**config.mk**
```make
export PLATFORM = sky130hd
export DESIGN_NAME = pipe_ctrl
export DESIGN_NICKNAME = d
export VERILOG_FILES = /design/src/rtl/pipe_ctrl_pkg.sv /design/src/rtl/pipe_ctrl_hazard_detect.sv /design/src/rtl/pipe_ctrl.sv
export SDC_FILE = /design/constraint.sdc
export NUM_CORES = 1
export LEC_CHECK = 0
export ABC_AREA = 0
export CORE_UTILIZATION = 35
export CTS_BUF_LIST = sky130_fd_sc_hd__clkbuf_8
export CTS_CLUSTER_DIAMETER = 40
export DETAILED_ROUTE_END_ITERATION = 12
export PLACE_DENSITY = 0.7
export SYNTH_ARGS = -nofsm -noshare
export SYNTH_HDL_FRONTEND = slang
export SYNTH_SLANG_ARGS = --single-unit
export TNS_END_PERCENT = 30
```
**constraint.sdc**
```tcl
create_clock -name clk -period 2.3 [get_ports clk]
set_input_delay 0.23 -clock clk [delete_from_list [all_inputs] [get_ports clk]]
set_output_delay 0.23 -clock clk [all_outputs]
set_load 0.005 [all_outputs]
```
**src/rtl/pipe_ctrl_pkg.sv**
```systemverilog
// pipe_ctrl_pkg
//   Shared definitions for the pipeline stall/flush sequencer.
//   - state_e : sequencer states (RUN, MEM_WAIT, MC_BUSY, ERR).
//   - REG_X0  : hardwired-zero register index. It never creates a hazard.
//   - ctrl_t  : bundle of all per-register stall/flush/redirect controls.
//   - CTRL_*  : control patterns for each cause that acts on the pipeline.
package pipe_ctrl_pkg;

  localparam int REG_W  = 5;
  localparam int XLEN   = 32;

  localparam logic [REG_W-1:0] REG_X0 = '0;

  typedef enum logic [1:0] {
    ST_RUN      = 2'd0,
    ST_MEM_WAIT = 2'd1,
    ST_MC_BUSY  = 2'd2,
    ST_ERR      = 2'd3
  } state_e;

  typedef struct packed {
    logic stall_pc;
    logic stall_if_id;
    logic stall_id_ex;
    logic stall_ex_mem;
    logic flush_if_id;
    logic flush_id_ex;
    logic flush_ex_mem;
    logic flush_mem_wb;
    logic pc_redirect;
    logic mc_done;
  } ctrl_t;

  // Memory wait: freeze everything up to EX/MEM and bubble into MEM/WB.
  localparam ctrl_t CTRL_NONE = 10'b0000_0000_00;
  localparam ctrl_t CTRL_MEM  = 10'b1111_0001_00;
  // Multi-cycle EX: freeze the front end and EX, and bubble into EX/MEM.
  localparam ctrl_t CTRL_MC   = 10'b1110_0010_00;
  // Taken branch: redirect the PC and squash the two younger instructions.
  localparam ctrl_t CTRL_BR   = 10'b0000_1100_10;
  // Load-use: hold PC and IF/ID for one cycle and bubble into ID/EX.
  localparam ctrl_t CTRL_LU   = 10'b1100_0100_00;
  localparam ctrl_t CTRL_MCD  = 10'b0000_0000_01;
  localparam ctrl_t CTRL_ERR  = 10'b1111_0001_00;

endpackage

```
**src/rtl/pipe_ctrl_hazard_detect.sv**
```systemverilog
// pipe_ctrl_hazard_detect
//   Combinational load-use detector. It flags when the load in EX writes a
//   register that the instruction in ID actually reads. A load to x0 never
//   produces a hazard.
//   Inputs : id_rs1/id_rs2 and their read enables, ex_rd, ex_is_load.
//   Output : load_use.
module pipe_ctrl_hazard_detect
  import pipe_ctrl_pkg::*;
(
  input  logic [REG_W-1:0] id_rs1,
  input  logic [REG_W-1:0] id_rs2,
  input  logic             id_rs1_re,
  input  logic             id_rs2_re,
  input  logic [REG_W-1:0] ex_rd,
  input  logic             ex_is_load,
  output logic             load_use
);

  logic rs1_hit;
  logic rs2_hit;

  assign rs1_hit  = id_rs1_re && (id_rs1 == ex_rd);
  assign rs2_hit  = id_rs2_re && (id_rs2 == ex_rd);
  assign load_use = ex_is_load && (ex_rd != REG_X0) && (rs1_hit || rs2_hit);

endmodule

```
**src/rtl/pipe_ctrl.sv**
```systemverilog
// pipe_ctrl
//   Central stall/flush sequencer for the 5-stage pipeline. It handles memory
//   wait states, fixed-latency multi-cycle EX ops, taken branches and
//   load-use hazards. Only one of these causes acts in a given cycle. The
//   control outputs are Mealy: they depend on the state and the current inputs.
//   Inputs : clk, rst (sync, active-high), ID/EX hazard info, branch info,
//            and the mem_req/mem_ack handshake.
//   Outputs: stall_* (hold register), flush_* (load bubble), pc_redirect and
//            pc_target, mc_done, the sticky bus_err, and the saturating
//            stall_cycles counter.
module pipe_ctrl
  import pipe_ctrl_pkg::*;
#(
  parameter int MC_LAT  = 32,
  parameter int MEM_TMO = 255,
  parameter int CNT_W   = 32
) (
  input  logic             clk,
  input  logic             rst,
  input  logic [4:0]       id_rs1,
  input  logic [4:0]       id_rs2,
  input  logic             id_rs1_re,
  input  logic             id_rs2_re,
  input  logic [4:0]       ex_rd,
  input  logic             ex_is_load,
  input  logic             ex_mc_start,
  input  logic             ex_br_taken,
  input  logic [31:0]      ex_br_target,
  input  logic             mem_req,
  input  logic             mem_ack,
  output logic             stall_pc,
  output logic             stall_if_id,
  output logic             stall_id_ex,
  output logic             stall_ex_mem,
  output logic             flush_if_id,
  output logic             flush_id_ex,
  output logic             flush_ex_mem,
  output logic             flush_mem_wb,
  output logic             pc_redirect,
  output logic [31:0]      pc_target,
  output logic             mc_done,
  output logic             bus_err,
  output logic [CNT_W-1:0] stall_cycles
);

  localparam int MC_W = $clog2(MC_LAT + 1);
  localparam int WT_W = $clog2(MEM_TMO + 1);

  state_e           state_q, state_d;
  logic [MC_W-1:0]  mc_cnt_q, mc_cnt_d;
  logic [WT_W-1:0]  wait_cnt_q, wait_cnt_d;
  logic             bus_err_q, bus_err_d;
  logic [CNT_W-1:0] stall_cycles_q, stall_cycles_d;
  logic             load_use;
  ctrl_t            ctrl;

  pipe_ctrl_hazard_detect u_hazard (
    .id_rs1     (id_rs1),
    .id_rs2     (id_rs2),
    .id_rs1_re  (id_rs1_re),
    .id_rs2_re  (id_rs2_re),
    .ex_rd      (ex_rd),
    .ex_is_load (ex_is_load),
    .load_use   (load_use)
  );

  always_ff @(posedge clk) begin
    if (rst) begin
      state_q        <= ST_RUN;
      mc_cnt_q       <= '0;
      wait_cnt_q     <= '0;
      bus_err_q      <= 1'b0;
      stall_cycles_q <= '0;
    end else begin
      state_q        <= state_d;
      mc_cnt_q       <= mc_cnt_d;
      wait_cnt_q     <= wait_cnt_d;
      bus_err_q      <= bus_err_d;
      stall_cycles_q <= stall_cycles_d;
    end
  end

  // A release cycle (ack seen, or the last MC cycle) drives no stall and no
  // action. Any branch or load-use that was held in the frozen stages is
  // still present and is picked up by the RUN priority on the next cycle.
  always_comb begin
    state_d        = state_q;
    mc_cnt_d       = mc_cnt_q;
    wait_cnt_d     = wait_cnt_q;
    bus_err_d      = bus_err_q;
    ctrl           = CTRL_NONE;
    stall_cycles_d = stall_cycles_q;

    case (state_q)
      ST_RUN: begin
        if (mem_req && !mem_ack) begin
          ctrl       = CTRL_MEM;
          wait_cnt_d = WT_W'(1);
          state_d    = ST_MEM_WAIT;
        end else if (ex_mc_start) begin
          ctrl     = CTRL_MC;
          mc_cnt_d = MC_W'(MC_LAT - 1);
          state_d  = ST_MC_BUSY;
        end else if (ex_br_taken) begin
          ctrl = CTRL_BR;
        end else if (load_use) begin
          ctrl = CTRL_LU;
        end
      end
      ST_MEM_WAIT: begin
        if (mem_ack) begin
          wait_cnt_d = '0;
          state_d    = ST_RUN;
        end else begin
          ctrl = CTRL_MEM;
          // The counter stops at the timeout so that it cannot wrap.
          if (wait_cnt_q == WT_W'(MEM_TMO)) begin
            bus_err_d = 1'b1;
            state_d   = ST_ERR;
          end else begin
            wait_cnt_d = wait_cnt_q + WT_W'(1);
          end
        end
      end
      ST_MC_BUSY: begin
        if (mc_cnt_q == '0) begin
          ctrl    = CTRL_MCD;
          state_d = ST_RUN;
        end else begin
          ctrl     = CTRL_MC;
          mc_cnt_d = mc_cnt_q - MC_W'(1);
        end
      end
      ST_ERR: begin
        ctrl = CTRL_ERR;
      end
      default: begin
        state_d = ST_RUN;
      end
    endcase

    // No pipeline action is allowed while the pipeline itself is in reset.
    if (rst) begin
      ctrl = CTRL_NONE;
    end

    if (ctrl.stall_pc && (stall_cycles_q != '1)) begin
      stall_cycles_d = stall_cycles_q + CNT_W'(1);
    end
  end

  assign stall_pc     = ctrl.stall_pc;
  assign stall_if_id  = ctrl.stall_if_id;
  assign stall_id_ex  = ctrl.stall_id_ex;
  assign stall_ex_mem = ctrl.stall_ex_mem;
  assign flush_if_id  = ctrl.flush_if_id;
  assign flush_id_ex  = ctrl.flush_id_ex;
  assign flush_ex_mem = ctrl.flush_ex_mem;
  assign flush_mem_wb = ctrl.flush_mem_wb;
  assign pc_redirect  = ctrl.pc_redirect;
  assign mc_done      = ctrl.mc_done;
  assign pc_target    = ex_br_target;
  assign bus_err      = bus_err_q;
  assign stall_cycles = stall_cycles_q;

endmodule

```
==> qor.log <==
[logic_synthesis] part of the Yosys area used for sequential elements 30.8%
[global_routing] pin count of the biggest net entering global routing 42
[setup_path] class of the most critical setup path reg -> reg
[drt] drt first pass iters 4
[run_status] run status finished, final reports clean
[timing] clock tree skew after final layout 0.00718 ns
[global_routing] overflow left after global routing 0
[die] Std-Cell Rows 34
[clock_tree] number of sinks driven by the clock tree 49
[logic_synthesis] Yosys warning count 0
[drt] ANT nets after route 0
[power] Peak supply drop 0.486 mV
[logic_synthesis] Netlist Area Pre-Place 3190 um^2
[logic_synthesis] Synth async-reset ratio 0%
[drt] Post-route DRC 0
[setup_path] Req. time, crit path 2.49 ns
[finish] n_diodes 0
[finish] fin nets 501
[clock_tree] library cell used as clock root buffer clkbuf_8
[min_path] worst min-delay path category reg -> reg
[drt] wire length after detailed routing 7.80 mm
[drt] DR WL/cell 14.3 um
[logic_synthesis] number of flip-flops and latches in the synthesized netlist 49
[clock_tree] later-pin clock latency in the skew report 0.30 ns
[timing] worst hold slack 0.450 ns
[die] top-level I/O count 131
[global_routing] initial antenna violation count 0
[logic_synthesis] number of distinct standard cells referenced by the synthesized netlist 53
[timing] Final period util 99.4%
[place] half-perimeter wire length of the detailed placement result 5.83 mm
[logic_synthesis] Cells after Synth 384
[timing] Setup Viol. Count Final 0
[power] Leak 1.50 nW
[setup_path] kind of end point of the critical path flop
[power] total power consumption of the routed design 2.86 mW
[setup_path] startpoint type of the worst setup path flop
[logic_synthesis] number of nets produced by synthesis 449
[die] core footprint 8760 um^2
[finish] P&R area growth vs syn 26.0%
[timing] total count of hold-check failures in the final report 0
[finish] fin util 45.8%
[die] starting density of the core 36.4%
[drt] vias after detailed routing 3023
[die] Die Outline Area 9490 um^2
[timing] RSZ-0062 raised after global routing yes
[timing] shortest clock period the worst path allows after layout 2.29 ns
[clock_tree] number of buffers added by the clock tree synthesis step 5
[place] count of port buffers added during placement 66
[logic_synthesis] mean instance size in the synthesized netlist 8.30 um^2
[die] die height 97.4 um
[global_routing] vias in the first global route 2917
[die] floorplan die width 97.4 um
[drt] DRC violation total after the first TritonRoute iteration 86
[timing] max_slew headroom 70.3%
[logic_synthesis] predominant post-synthesis flop cell dfxtp_1
[clock_tree] number of H-tree levels 2
[logic_synthesis] EDFF count, synth 0
[place] routability congestion estimate from global placement 0.836
[place] Placement Cell Area 3850 um^2
[finish] most common library cell in the layout ignoring fill and taps clkdlybuf4s50_1
[job] max-cap viol count 0
[global_routing] combined global-route utilization of all metal layers 16.4%
[timing] slew at the pin with the worst max-slew slack 0.442 ns
[finish] Finished Cell Area 4020 um^2
[timing] Final TNS setup 0 ns
[power] areal power density over the cells 713 nW/um^2
[setup_path] data arrival at the endpoint of the critical path 2.48 ns
[timing] fmax 437 MHz
[finish] layout cell share with drive strength beyond 1 16.3%
[clock_tree] CTS tree built
[global_routing] first-pass GRT wire length 13.1 mm
[timing] number of slew-limit violations in the final report 0
[setup_path] maximum fanout along the worst path 3
[finish] most frequent cells in the layout 58 x clkdlybuf4s50_1, 47 x dfxtp_1, 29 x buf_4
[clock_tree] Reg clk slew, reported paths 0.08 ns
[drt] via/cell ratio 5.56
[clock_tree] maximum clock insertion buffer count 2
==> registers in the layout, indices dropped and copies added (netlist names) <==
register,cells
bus_err,1
mc_cnt_q,6
stall_cycles,32
state_q,2
wait_cnt_q,8
==> through the flow <==
stage,cells,worst slack [ns]
floorplan,384,0.0201
global placement,536,-0.160
detailed placement,536,-0.198
CTS,544,-0.0732
global route,544,-0.0867
finish,544,0.0135
==> critical path: stages, from the launching register on <==
cell and delay (ns):
dfxtp_2 0.33, inv_1 0.06, ha_2 0.19, nor2b_4 0.12, or3_4 0.34, o221a_4 0.24
a31oi_4 0.23, inv_2 0.08, buf_4 0.14, and3_1 0.16, mux2_4 0.29
==> Yosys cell counts, types with 3 or more instances <==
library cell / n / area share (%)
dfxtp_1: 49 / 31
buf_4: 38 / 8.9
nor2_1: 28 / 3.3
nand2_1: 27 / 3.2
a21oi_1: 21 / 3.3
nand3_1: 20 / 3.1
nand4_1: 16 / 3.1
and3_1: 14 / 2.7
xnor2_1: 11 / 3.0
o21ai_0: 10 / 1.6
or3_1: 10 / 2.0
ha_1: 9 / 3.5
nor3_1: 9 / 1.4
o31ai_1: 9 / 2.1
or4_1: 9 / 2.1
inv_1: 8 / 0.94
nor4_1: 8 / 1.6
clkbuf_1: 7 / 0.82
o21a_1: 7 / 1.6
nor2b_1: 6 / 1.2
o311ai_0: 6 / 1.6
mux2_2: 5 / 1.8
xor2_1: 5 / 1.4
and4_1: 4 / 1.1
buf_6: 4 / 1.4
o41ai_1: 4 / 1.1
a211oi_1: 3 / 0.71
a311oi_1: 3 / 0.82
nand2b_1: 3 / 0.59
o31a_1: 3 / 0.82
==> final cells by class <==
type,instances,area [um^2]
clock inverter,1,3.75
inverter,9,33.8
sequential,49,983
multi-input combinational,274,1870
timing repair buffer,97,911
clock buffer,6,82.6
fill,898,4750
tap,108,135
==> layer usage <==
layer / wire length [um] / vias up / global-route usage, %
li1: - / 1494 / -
met2: 3910 / 83 / 29.4
met5: 0 / - / 0
met4: 109 / 0 / 5.43
met1: 3340 / 1432 / 18.9
met3: 439 / 14 / 4.10
==> power by group <==
part           leakage [nW]  switching [mW]  internal (mW)
Clock                0.0485           0.267          0.235
Sequential            0.397          0.0805          0.926
Combinational          1.05           0.701          0.655
Total                  1.50            1.05           1.82
==> cell families (layout without fill, tap and decap cells) <==
logic type / Yosys count / count (layout) / synth area share [%]
adder cells (fa/ha/maj): 9 / 9 / 3.53
multiplexers: 6 / 6 / 2.24
buffers and inverters: 61 / 113 / 12.7
flip-flops: 49 / 49 / 30.8
AND/OR/NAND/NOR: 165 / 165 / 28.7
AO/OA/AOI/OAI: 78 / 78 / 17.7
XOR/XNOR: 16 / 16 / 4.40
==> what timing repair did <==
| action | in CTS | in global routing |
|---|---|---|
| setup endpoints to repair | 13 | 25 |
| hold buffers | 0 | 0 |
| resized for setup | 15 | 15 |
| pin swaps | 2 | 1 |
| setup buffers | 1 | 0 |
| endpoints found under the hold margin | 0 | 0 |
==> final timing paths <==
check	startpoint	endpoint	slack (ns)	depth (start not counted)
max reg2reg	state_q[1]	stall_cycles[11]	0.01	10
max	state_q[1]	stall_cycles[11]	0.01	10
min	bus_err	bus_err	0.45	2
min reg2reg	bus_err	bus_err	0.45	2
Power figures use the tool's default switching activity.
